## src/rtl/vga_timing_gen.sv

```systemverilog
`default_nettype none
// ============================================================================
// Module   : vga_timing_gen
// Brief    : 1024x768@60 raster timing generator (counters, sync, blank,
//            line/frame markers). Optional VGA_TIMING_CE_EN adds a ce port.
// Revision : 1.0 - initial release
// ============================================================================
module vga_timing_gen #(
    parameter int unsigned H_TOTAL      = 1344,
    parameter int unsigned H_ACTIVE     = 1024,
    parameter int unsigned H_SYNC_START = 1048,
    parameter int unsigned H_SYNC_END   = 1184,
    parameter int unsigned V_TOTAL      = 806,
    parameter int unsigned V_ACTIVE     = 768,
    parameter int unsigned V_SYNC_START = 771,
    parameter int unsigned V_SYNC_END   = 777
) (
    input  logic        clk,
    input  logic        rst,
`ifdef VGA_TIMING_CE_EN
    input  logic        ce,
`endif
    output logic [10:0] hcount,
    output logic [10:0] vcount,
    output logic        hsync,
    output logic        vsync,
    output logic        hblnk,
    output logic        vblnk,
    output logic        line_start,
    output logic        frame_start
);

    localparam logic [10:0] c_H_LAST       = 11'(H_TOTAL - 1);
    localparam logic [10:0] c_H_ACTIVE     = 11'(H_ACTIVE);
    localparam logic [10:0] c_H_SYNC_START = 11'(H_SYNC_START);
    localparam logic [10:0] c_H_SYNC_END   = 11'(H_SYNC_END);
    localparam logic [10:0] c_V_LAST       = 11'(V_TOTAL - 1);
    localparam logic [10:0] c_V_ACTIVE     = 11'(V_ACTIVE);
    localparam logic [10:0] c_V_SYNC_START = 11'(V_SYNC_START);
    localparam logic [10:0] c_V_SYNC_END   = 11'(V_SYNC_END);

    generate
        if (!((H_ACTIVE < H_SYNC_START) && (H_SYNC_START < H_SYNC_END) &&
              (H_SYNC_END <= H_TOTAL) && (H_TOTAL <= 2048) &&
              (V_ACTIVE < V_SYNC_START) && (V_SYNC_START < V_SYNC_END) &&
              (V_SYNC_END <= V_TOTAL) && (V_TOTAL <= 2048))) begin : g_cfg_error
            $error("vga_timing_gen: inconsistent timing parameters");
        end
    endgenerate

    logic        w_adv;
`ifdef VGA_TIMING_CE_EN
    assign w_adv = ce;
`else
    assign w_adv = 1'b1;
`endif

    logic [10:0] r_hcount, r_vcount;
    logic        r_hsync, r_vsync, r_hblnk, r_vblnk, r_line_start, r_frame_start;

    logic [10:0] w_hcount_nxt, w_vcount_nxt;
    logic        w_h_wrap, w_v_wrap;

    // Flags are derived from the next counts so they land with those counts.
    always_comb begin
        w_h_wrap     = (r_hcount == c_H_LAST);
        w_v_wrap     = (r_vcount == c_V_LAST);
        w_hcount_nxt = w_h_wrap ? 11'd0 : r_hcount + 11'd1;
        w_vcount_nxt = r_vcount;
        if (w_h_wrap) begin
            w_vcount_nxt = w_v_wrap ? 11'd0 : r_vcount + 11'd1;
        end
    end

    always_ff @(posedge clk or posedge rst) begin
        if (rst) begin
            r_hcount      <= 11'd0;
            r_vcount      <= 11'd0;
            r_hsync       <= 1'b0;
            r_vsync       <= 1'b0;
            r_hblnk       <= 1'b0;
            r_vblnk       <= 1'b0;
            r_line_start  <= 1'b0;
            r_frame_start <= 1'b0;
        end else if (w_adv) begin
            r_hcount      <= w_hcount_nxt;
            r_vcount      <= w_vcount_nxt;
            r_hsync       <= (w_hcount_nxt >= c_H_SYNC_START) && (w_hcount_nxt < c_H_SYNC_END);
            r_vsync       <= (w_vcount_nxt >= c_V_SYNC_START) && (w_vcount_nxt < c_V_SYNC_END);
            r_hblnk       <= (w_hcount_nxt >= c_H_ACTIVE);
            r_vblnk       <= (w_vcount_nxt >= c_V_ACTIVE);
            r_line_start  <= w_h_wrap;
            r_frame_start <= w_h_wrap && w_v_wrap;
        end
    end

    assign hcount      = r_hcount;
    assign vcount      = r_vcount;
    assign hsync       = r_hsync;
    assign vsync       = r_vsync;
    assign hblnk       = r_hblnk;
    assign vblnk       = r_vblnk;
    assign line_start  = r_line_start;
    assign frame_start = r_frame_start;

endmodule
`default_nettype wire

```

## config.mk

```make
export PLATFORM = sky130hd
export DESIGN_NAME = vga_timing_gen
export DESIGN_NICKNAME = d
export VERILOG_FILES = /design/src/rtl/vga_timing_gen.sv
export SDC_FILE = /design/constraint.sdc
export NUM_CORES = 1
export LEC_CHECK = 0
export ABC_AREA = 0
export BUFFER_PORTS_ARGS = -buffer_cell sky130_fd_sc_hd__buf_2
export CAP_MARGIN = 40
export CORE_ASPECT_RATIO = 1.4
export CORE_MARGIN = 1.5
export CORE_UTILIZATION = 35
export CTS_CLUSTER_SIZE = 10
export DETAILED_ROUTE_END_ITERATION = 10
export GPL_ROUTABILITY_DRIVEN = 1
export PLACE_DENSITY = 0.51
export SYNTH_ARGS = -nofsm -noshare
export SYNTH_HDL_FRONTEND = slang
export SYNTH_SLANG_ARGS = --single-unit
```

## constraint.sdc

```tcl
create_clock -name clk -period 6.65 [get_ports clk]
set_input_delay 0 -clock clk [delete_from_list [all_inputs] [get_ports clk]]
set_output_delay 0 -clock clk [all_outputs]
set_load 0.005 [all_outputs]
```

==> results of run 1 <==
==> cells by family (layout without fill, tap and decap cells) <==
| logic type | count (synthesis) | in the layout | share of synthesized area, % |
|---|---|---|---|
| buf+inv | 12 | 40 | 3.663 |
| mux | 2 | 2 | 1.415 |
| compound gates | 22 | 22 | 9.658 |
| simple gates | 70 | 70 | 27.39 |
| xor+xnor | 15 | 15 | 8.742 |
| fa+ha+maj | 3 | 3 | 2.498 |
| flops | 28 | 28 | 46.63 |
==> report_power, final <==
group / leakage, nW / switching [W] / total, W / internal (W)
registers: 0.377 / 0 / 0.000170 / 0.000170
clock network: 0.0288 / 0.0000545 / 0.000107 / 0.0000530
logic: 0.427 / 0.00000374 / 0.00000598 / 0.00000224
==> path summary, 6_finish.rpt <==
kind	from	endpoint	slack, ns	depth (start not counted)
setup / recovery	hcount[6]	vsync	4.16	7
hold / removal	rst	vcount[8]	0.33	3
setup reg to reg	hcount[6]	vsync	4.16	7
hold reg to reg	hcount[0]	hcount[0]	0.51	1
max in group asynchronous	rst	hcount[7]	5.82	4
min in group clk	hcount[0]	hcount[0]	0.51	1
==> sequential cells by signal, summed over array words and instances, names as in the netlist <==
| signal | count |
|---|---|
| hcount | 11 |
| vcount | 11 |
| frame_start | 1 |
| hblnk | 1 |
| line_start | 1 |
| vsync | 1 |
| vblnk | 1 |
| hsync | 1 |
==> routing by layer <==
layer / track usage (%) / vias to the layer above
li1: - / 590
met1: 20.38 / 604
met2: 25.73 / 29
met3: 2.093 / 6
met4: 7.209 / 0
met5: 0 / -
==> critical path, stage by stage, from the launching register on <==
cell,delay [ns]
dfrtp_1,0.51
nor4b_4,0.40
nand4_4,0.19
inv_2,0.29
nand3_1,0.13
mux2_2,0.32
a31o_1,0.21
a2111oi_2,0.34
==> final cells by class <==
type	count	share of cell area (%)
repair buffers	31	10.38
multi-input cells	112	42.43
well taps	45	3.198
flip-flops and latches	28	39.80
inverters	5	1.066
clock buffers	4	3.127
==> cell usage in the layout, fill, tap and decap left out, drive strengths merged, types with 2 or more instances in the layout <==
master	Yosys	layout
a21oi	5	5
and2	3	3
and3	4	4
buf	4	30
clkbuf	3	4
dfrtp	28	28
ha	3	3
inv	5	5
nand2	14	14
nand2b	2	2
nand3	9	9
nand4	8	8
nor2	15	15
nor2b	2	2
nor3	4	4
o21ai	8	8
o22ai	2	2
or4	2	2
xnor2	10	10
xor2	5	5
==> metrics by stage <==
step,cell area [sq um],cells,hold slack (ns)
6_report,1760,225,0.3326
5_1_grt,1760,225,0.4215
4_1_cts,1760,225,0.3557
3_5_place_dp,1695,220,0.1067
3_3_place_gp,1668,219,0.3185
2_1_floorplan,1503,152,0.06541
==> repair_timing <==
item	4_1_cts	5_1_grt
hold buffers	1	0
endpoints found under the setup margin	0	0
gates resized for setup	0	0
endpoints found under the hold margin	13	0
==> impl_results.md, run 1 <==
* Vias at 1,229
* Leakage at 0.8331 nW
* Setup TNS at 0 ns
* Area grow syn2layout at 17.15%
* Initial DRC count at 26
* 1st-pass router iterations at 4
* Reg area at 700.7 sq um
* I/O pin cnt at 30
* Tcrit/Tclk final at 37.38%
* Final worst slack at 4.164 ns
* # nets final at 186
* CTS root buf: clkbuf_8
* Synth Flop Type: dfrtp_1
* Initial Utilization at 36.04%
* First-pass GRT wire length at 5727 um
* Number of placement rows at 28
* Drt drc at 0
* Vias in the first global route at 1,193
* Crit path time final at 2.486 ns
* Grt total ovfl at 0
* Buffers on Ports at 29
* Worst slew pin tran at 0.6177 ns
* Placeable Area at 4169 sq um
* Height of the die at 80.53 um
* H-tree depth at 1
* Status: finished, final reports clean
* # diodes at 0
* Area of the multi-input gates at 747.0 sq um
* WL/cell at 14.84 um
* Endpoint type of the worst setup path: flip-flop
* Setup violators final at 0
* Top Metal Used: met4
* Mapped Nets at 157
* Synth top cells by count: 28 x dfrtp_1, 15 x nor2_1, 14 x nand2_1
* Yosys top cell area share at 46.63%
* Clock latency on the worst-skew pair at 0.27 ns
* Peak fanout along the critical path at 20
* Post-route ant nets at 0
* Worst vdd ir at 0.1068 mV
* RSZ-0062 raised after global routing: false
* Syn. warnings at 0
* Pwr per Cell Area at 161.1 nW/um^2
* Layout Skew at 0.008122 ns
* Full die area at 4701 sq um
* Number of synthesized flops with an enable pin at 0
* Final Hold Vio Count at 0
* Met2 WL at 1679 um
* Gpl congestion at 0.8759
* Worst EP arrival at 2.66 ns
* CTS buffer count at 3
* CTS tree: built
* Utilization after layout at 42.23%
* Fin. max-slew vios at 0
* Mapped Avg Cell Area at 9.886 sq um
* Largest net degree at the start of global routing at 21
* Register bit count reported by yosys at 28
* Most area-consuming cells after synthesis: dfrtp_1 47%, xnor2_1 5.8%, nor2_1 3.7%
* Met3 wire length at 108 um
* WP data required at 6.83 ns
* Synth Instances at 152
* Worst Setup Path Type: reg -> reg
* Initial antenna violation count at 0
* Post-synthesis cell type count at 43
* Clk sink count at 28
* Place WS at 4.166 ns
* Share of the yosys chip area belonging to registers at 46.63%
* Layout cells sized above 1 at 23.33%
* Synth async-reset ratio at 100.0%
* Clk buf depth at 2
* Total chip power at 0.0002836 W
* Max-cap violations at 0
* Final wirelength at 3340 um
* Post-CTS Setup Bufs at 0
* Die W at 58.38 um
* Via density at 5.462
* Filler Cell Count at 418
* Hold Path Class: in -> async
* Placed wire-length estimate at 2558 um
* Slew HR at 58.50%
* Fmax at 402.3 MHz
* Cell taking the most area after synthesis: dfrtp_1
* Metal1 wirelength at 1485 um
* GRT Total Usage at 15.79%
* Reg clk slew, reported paths at 0.10 ns
* Synth Cell Area at 1503 sq um
* Startpoint types: flip-flop
* Top-count cell post-synth: dfrtp_1
Note: power is estimated with default switching activity, not from simulation.
==> run 2: changes to the inputs <==
- clock period: 6.65 -> 2.3 ns (I/O delays scaled with it)
==> run 2 against run 1 <==
Hold slack worse by 0.0097 ns. Final area rose by 8.7%. Clock power increased to 2.9 times the previous value. Global-route usage rose by 0.34 points. Sequential power rose to 2.9 times the previous value.
==> impl_results.md, run 2 (same netlist as run 1, synthesis figures left out) <==
* Status: finished, final reports clean (unchanged)
* Cell Area, Placed at 1780 sq um (was 1695 sq um)
* Worst EP arrival at 2.40 ns (was 2.66 ns)
* Sequential share of power at 59.9% (was 60.0%)
* Via density at 5.421 (was 5.462)
* Most common library cell in the layout ignoring fill and taps: buf_2 (unchanged)
* Placed wire-length estimate at 2604 um (was 2558 um)
* Reg-to-Reg Start: vcount[1] (was hcount[6])
* Largest net degree at the start of global routing at 29 (was 21)
* Tcrit/Tclk final at 96.42% (was 37.38%)
* Clock power share at 38.4% (was 37.9%)
* CP cell instances: inv_2 > ha_4 > or4b_4 > or3_4 > nand3_1 > nand4_1 > a2111oi_4 (was nor4b_4 > nand4_4 > inv_2 > nand3_1 > mux2_2 > a31o_1 > a2111oi_2)
* H-tree depth at 1 (unchanged)
* Leakage at 0.9202 nW (was 0.8331 nW)
* WP data required at 2.48 ns (was 6.83 ns)
* Utilization after layout at 45.92% (was 42.23%)
* Commonest cells after routing, fill and taps aside: 29 x buf_2, 28 x dfrtp_1, 18 x buf_4 (was 29 x buf_2, 28 x dfrtp_1, 15 x nor2_1)
* Worst slew pin tran at 0.5419 ns (was 0.6177 ns)
* I/O pin cnt at 30 (unchanged)
* Pwr per Cell Area at 428.7 nW/um^2 (was 161.1 nW/um^2)
* Comb pwr share at 1.6% (was 2.1%)
* Post-route ant nets at 0 (unchanged)
* Placeable Area at 4169 sq um (unchanged)
* Setup violators final at 0 (unchanged)
* Worst Setup Path Type: reg -> reg (unchanged)
* RSZ-0062 raised after global routing: true (was false)
* Worst vdd ir at 0.2278 mV (was 0.1068 mV)
* Initial DRC count at 26 (unchanged)
* Height of the die at 80.53 um (unchanged)
* Worst setup path start: vcount[1] (was hcount[6])
* Clk buf depth at 2 (unchanged)
* CTS tree: built (unchanged)
* # diodes at 0 (unchanged)
* Reg clk slew, reported paths at 0.10 ns (about the same)
* Final Hold Vio Count at 0 (unchanged)
* Startpoint types: flip-flop (unchanged)
* GRT Total Usage at 16.13% (was 15.79%)
* Gpl congestion at 0.9089 (was 0.8759)
* Clk sink count at 28 (unchanged)
* # nets final at 203 (was 186)
* 1st-pass router iterations at 4 (unchanged)
* Layout Skew at 0.007590 ns (was 0.008122 ns)
* Final wirelength at 3625 um (was 3340 um)
* Sw Ratio at 20.99% (was 20.53%)
* NetSw at 0.0001722 W (was 0.00005822 W)
* Buffers on Ports at 29 (unchanged)
* Crit path time final at 2.218 ns (was 2.486 ns)
* Number of placement rows at 28 (unchanged)
* Die W at 58.38 um (unchanged)
* Vias at 1,312 (was 1,229)
* Layout cells sized above 1 at 32.49% (was 23.33%)
* Fmax at 450.9 MHz (was 402.3 MHz)
* Worst R2R Path Depth at 7 (unchanged)
* CTS root buf: clkbuf_8 (unchanged)
* Clock latency on the worst-skew pair at 0.28 ns (was 0.27 ns)
* CP max stage delay at 0.48 ns (was 0.51 ns)
* Fin area at 1914 sq um (was 1760 sq um)
* Drt drc at 0 (unchanged)
* WL/cell at 14.98 um (was 14.84 um)
* CP max stage cell: or4b_4 (was dfrtp_1)
* CTS buffer count at 3 (unchanged)
* Int Pwr at 0.0006484 W (was 0.0002254 W)
* Full die area at 4701 sq um (unchanged)
* Vias in the first global route at 1,239 (was 1,193)
* Fin. max-slew vios at 0 (unchanged)
* Initial antenna violation count at 0 (unchanged)
* Hold Path Class: in -> async (unchanged)
* Max-cap violations at 0 (unchanged)
* Grt total ovfl at 0 (unchanged)
* Area grow syn2layout at 27.39% (was 17.15%)
* Endpoint type of the worst setup path: flip-flop (unchanged)
* FF-to-FF End: vsync (unchanged)
* Slew HR at 63.60% (was 58.50%)
* First-pass GRT wire length at 5809 um (was 5727 um)
* Peak fanout along the critical path at 6 (was 20)
* Initial Utilization at 36.04% (unchanged)
* Worst R2R Setup Slack at 0.08 ns (was 4.16 ns)
* Worst Setup EP: vsync (unchanged)
-- run 2: through the flow --
stage | TNS [ns] | std cells | hold slack [ns] | setup slack (ns) | power (W)
2_1_floorplan | 0 | 152 | 0.06541 | 0.08932 | 0.0005089
3_3_place_gp | 0 | 234 | 0.09430 | 0.06802 | 0.0005145
3_5_place_dp | 0 | 234 | 0.09576 | 0.04676 | 0.0005147
4_1_cts | 0 | 239 | 0.3473 | 0.02511 | 0.0008293
5_1_grt | -0.03493 | 242 | 0.3623 | -0.03493 | 0.0008495
6_report | 0 | 242 | 0.3228 | 0.08224 | 0.0008206
-- run 2: power groups by stage --
stage / sequential (W) / combinational (W) / clock (W)
finish: 0.000492 / 0.0000133 / 0.000315
global route: 0.000492 / 0.0000156 / 0.000342
CTS: 0.000492 / 0.0000144 / 0.000323
detailed placement: 0.000502 / 0.0000131 / 0
global placement: 0.000502 / 0.0000129 / 0
floorplan: 0.000502 / 0.00000729 / 0
-- run 2: how the worst min path moves through the flow --
stage / start / endpoint / slack (ns) / cells after the start
2_1_floorplan: rst / frame_start / 0.07 / 1
6_report: rst / hcount[0] / 0.32 / 4
4_1_cts: rst / hcount[7] / 0.35 / 4
5_1_grt: rst / line_start / 0.36 / 4
3_3_place_gp: rst / line_start / 0.09 / 3
3_5_place_dp: rst / line_start / 0.1 / 3
-- run 2: final cells by class --
type / instances / area, sq um
multi-input cells: 112 / 790.8
clock buffers: 4 / 55.05
inverters: 5 / 21.27
fillers: 416 / 2255
well taps: 45 / 56.30
flip-flops and latches: 28 / 700.7
repair buffers: 48 / 290.3
-- run 2: timing repair --
action	4_1_cts	5_1_grt
endpoints found under the hold margin	28	0
hold buffers	1	0
setup buffers	0	3
endpoints found under the setup margin	0	1
gates resized for setup	0	9
-- run 2: worst max-delay path, delay by kind of cell (launching register included) --
family	cells	cell delay, ns
and+or+nand+nor	4	1.17
DFF	1	0.40
AOI/OAI and AO/OA	1	0.37
adders and majority gates	1	0.11
buffers and inverters	1	0.08
-- run 2: layer usage --
| layer | part of all wire [%] | global-route usage [%] | wire length [um] | vias to the layer above |
|---|---|---|---|---|
| met5 | 0 | 0 | 0 | - |
| met4 | 3.4 | 9.070 | 125 | 0 |
| met3 | 3.5 | 2.254 | 127 | 11 |
| met2 | 52 | 27.19 | 1885 | 33 |
| met1 | 41 | 19.21 | 1486 | 642 |
| li1 | - | - | - | 626 |
==> run 3: changes to the inputs <==
--- a/config.mk
+++ b/config.mk
@@ -12,3 +12,3 @@
 export CORE_MARGIN = 1.5
-export CORE_UTILIZATION = 35
+export CORE_UTILIZATION = 45
 export CTS_CLUSTER_SIZE = 10
@@ -16,3 +16,3 @@
 export GPL_ROUTABILITY_DRIVEN = 1
-export PLACE_DENSITY = 0.51
+export PLACE_DENSITY = 0.63
 export SYNTH_ARGS = -nofsm -noshare
--- a/constraint.sdc
+++ b/constraint.sdc
@@ -3,2 +3,2 @@
 set_output_delay 0 -clock clk [all_outputs]
-set_load 0.005 [all_outputs]
+set_load 0.05 [all_outputs]
==> run 3 against run 2 <==
The run now ends with setup timing left. First-iteration DRC count increased by 81%. Sequential share of layout area grew 2.6 points. Critical path depth up 1. Non-clock buffer count is 8 lower. Final area is 5.4% lower. Combinational power about the same. Maximum frequency down 3.6%. Sequential cell count unchanged. Clock skew is 0.0011 ns lower. Utilization rose by 12 points.
==> impl_results.md, run 3 (same netlist as run 1, synthesis figures left out) <==
* Int Pwr at 0.0006190 W (was 0.0006484 W)
* Endpoint type of the worst setup path: flip-flop (unchanged)
* Setup TNS at -0.001344 ns (was 0 ns)
* Fin. max-slew vios at 0 (unchanged)
* Final Hold Vio Count at 0 (unchanged)
* Layout Skew at 0.006514 ns (was 0.007590 ns)
* Worst slew pin tran at 0.5199 ns (was 0.5419 ns)
* Peak fanout along the critical path at 5 (was 6)
* Place WS at 0.06193 ns (was 0.04676 ns)
* Leakage at 0.8621 nW (was 0.9202 nW)
* Placeable Area at 3153 sq um (was 4169 sq um)
* Cell Area, Placed at 1750 sq um (was 1780 sq um)
* Status: complete, but fails checks (was finished, final reports clean)
* Worst R2R Setup Slack at -0.001 ns (was 0.08 ns)
* CP max stage cell: or4b_4 (unchanged)
* CTS tree: built (unchanged)
* Die W at 51.84 um (was 58.38 um)
* Vias at 1,275 (was 1,312)
* CP cell instances: inv_2 > ha_2 > or4b_4 > nor3_4 > nor2_1 > mux2_4 > a31o_1 > a2111oi_2 (was inv_2 > ha_4 > or4b_4 > or3_4 > nand3_1 > nand4_1 > a2111oi_4)
* Area grow syn2layout at 20.48% (was 27.39%)
* CP max stage delay at 0.47 ns (was 0.48 ns)
* Reg-to-Reg Start: vcount[1] (unchanged)
* Slew HR at 65.07% (was 63.60%)
* Startpoint types: flip-flop (unchanged)
* Clock latency on the worst-skew pair at 0.27 ns (was 0.28 ns)
* Pwr per Cell Area at 430.7 nW/um^2 (was 428.7 nW/um^2)
* Reg clk slew, reported paths at 0.10 ns (about the same)
* 1st-pass router iterations at 4 (unchanged)
* CTS buffer count at 3 (unchanged)
* Worst EP arrival at 2.47 ns (was 2.40 ns)
* Comb pwr share at 1.7% (was 1.6%)
* RSZ-0062 raised after global routing: true (unchanged)
* Final wirelength at 3564 um (was 3625 um)
* Drt drc at 0 (unchanged)
* Clk sink count at 28 (unchanged)
* Worst vdd ir at 0.3141 mV (was 0.2278 mV)
* Clock power share at 35.3% (was 38.4%)
* Max-cap violations at 0 (unchanged)
* CTS root buf: clkbuf_8 (unchanged)
* Grt total ovfl at 0 (unchanged)
* Initial DRC count at 47 (was 26)
* Via density at 5.592 (was 5.421)
* Setup violators final at 1 (was 0)
* Most common library cell in the layout ignoring fill and taps: buf_2 (unchanged)
* H-tree depth at 1 (unchanged)
* Layout cells sized above 1 at 31.75% (was 32.49%)
* Placed wire-length estimate at 2690 um (was 2604 um)
* Sw Ratio at 20.62% (was 20.99%)
* Commonest cells after routing, fill and taps aside: 29 x buf_2, 21 x dfrtp_1, 15 x nor2_1 (was 29 x buf_2, 28 x dfrtp_1, 18 x buf_4)
* # diodes at 0 (unchanged)
* WL/cell at 15.63 um (was 14.98 um)
* WP data required at 2.47 ns (was 2.48 ns)
* Fin area at 1810 sq um (was 1914 sq um)
* Gpl congestion at 0.8953 (was 0.9089)
* # nets final at 195 (was 203)
* Fmax at 434.5 MHz (was 450.9 MHz)
* Utilization after layout at 57.42% (was 45.92%)
* Post-route ant nets at 0 (unchanged)
* Sequential share of power at 63.1% (was 59.9%)
* Final worst slack at -0.001344 ns (was 0.08224 ns)
* Tcrit/Tclk final at 100.1% (was 96.42%)
* Full die area at 3700 sq um (was 4701 sq um)
* Worst setup path start: vcount[1] (unchanged)
* Clk buf depth at 2 (unchanged)
* NetSw at 0.0001607 W (was 0.0001722 W)
* Buffers on Ports at 29 (unchanged)
* Crit path time final at 2.301 ns (was 2.218 ns)
* Hold Path Class: in -> async (unchanged)
* Height of the die at 71.38 um (was 80.53 um)
* Filler Cell Count at 303 (was 416)
* Number of placement rows at 24 (was 28)
* Failing checks: setup timing
* Initial antenna violation count at 0 (unchanged)
* I/O pin cnt at 30 (unchanged)
* First-pass GRT wire length at 6016 um (was 5809 um)
* Largest net degree at the start of global routing at 29 (unchanged)
* Total chip power at 0.0007797 W (was 0.0008206 W)
* GRT Total Usage at 21.66% (was 16.13%)
* Initial Utilization at 47.66% (was 36.04%)
* Vias in the first global route at 1,266 (was 1,239)
* Worst Setup Path Type: reg -> reg (unchanged)
==> run 3: power groups by stage <==
stage | clock, W | combinational [W] | sequential [W]
after floorplan | 0 | 0.00000728 | 0.000502
after global placement | 0 | 0.0000122 | 0.000502
after detailed placement | 0 | 0.0000128 | 0.000502
after CTS | 0.000283 | 0.0000141 | 0.000492
after global routing | 0.000304 | 0.0000152 | 0.000492
final | 0.000275 | 0.0000131 | 0.000492
==> run 3: area by class of cell <==
| type | count | area (sq um) | share of cell area, % |
|---|---|---|---|
| multi-input cells | 112 | 758.2 | 41.88 |
| flip-flops and latches | 28 | 709.4 | 39.18 |
| repair buffers | 40 | 230.2 | 12.72 |
| well taps | 39 | 48.80 | 2.695 |
| clock buffers | 4 | 45.04 | 2.488 |
| inverters | 5 | 18.77 | 1.037 |
==> run 3: worst max-delay path, delay by kind of cell, from the launching register on <==
family / cells / cell delay (ns)
muxes: 1 / 0.28
adders and majority gates: 1 / 0.15
AOI/OAI and AO/OA: 2 / 0.47
buffers and inverters: 1 / 0.07
DFF: 1 / 0.45
and+or+nand+nor: 3 / 0.77
==> run 3: metal layers <==
metal	vias to the layer above	GRT usage, %	share of wire, %
met4	0	10.82	3.3
met1	626	25.55	40
met2	32	37.41	54
met5	-	0	0
met3	10	3.125	3.4
li1	607	-	-
==> run 3: through the flow <==
step                instances  hold WS [ns]
global placement          223       0.08052
floorplan                 152       0.06492
detailed placement        223       0.09246
CTS                       228        0.3447
global route              228        0.3674
finish                    228        0.3330
==> run 3: repair_timing <==
item | CTS | global route
resized for setup | 0 | 1
hold endpoints to repair | 28 | 0
setup buffers | 0 | 0
hold buffers | 1 | 0
setup endpoints to repair | 0 | 1
==> run 3: path summary, 6_finish.rpt <==
kind                                   to  cells after the start
worst max register to register      vsync                      8
worst max-delay path                vsync                      8
worst min register to register  hcount[0]                      1
min in group clk                hcount[0]                      1
worst min-delay path            hcount[9]                      4
max in group asynchronous       vcount[4]                      4
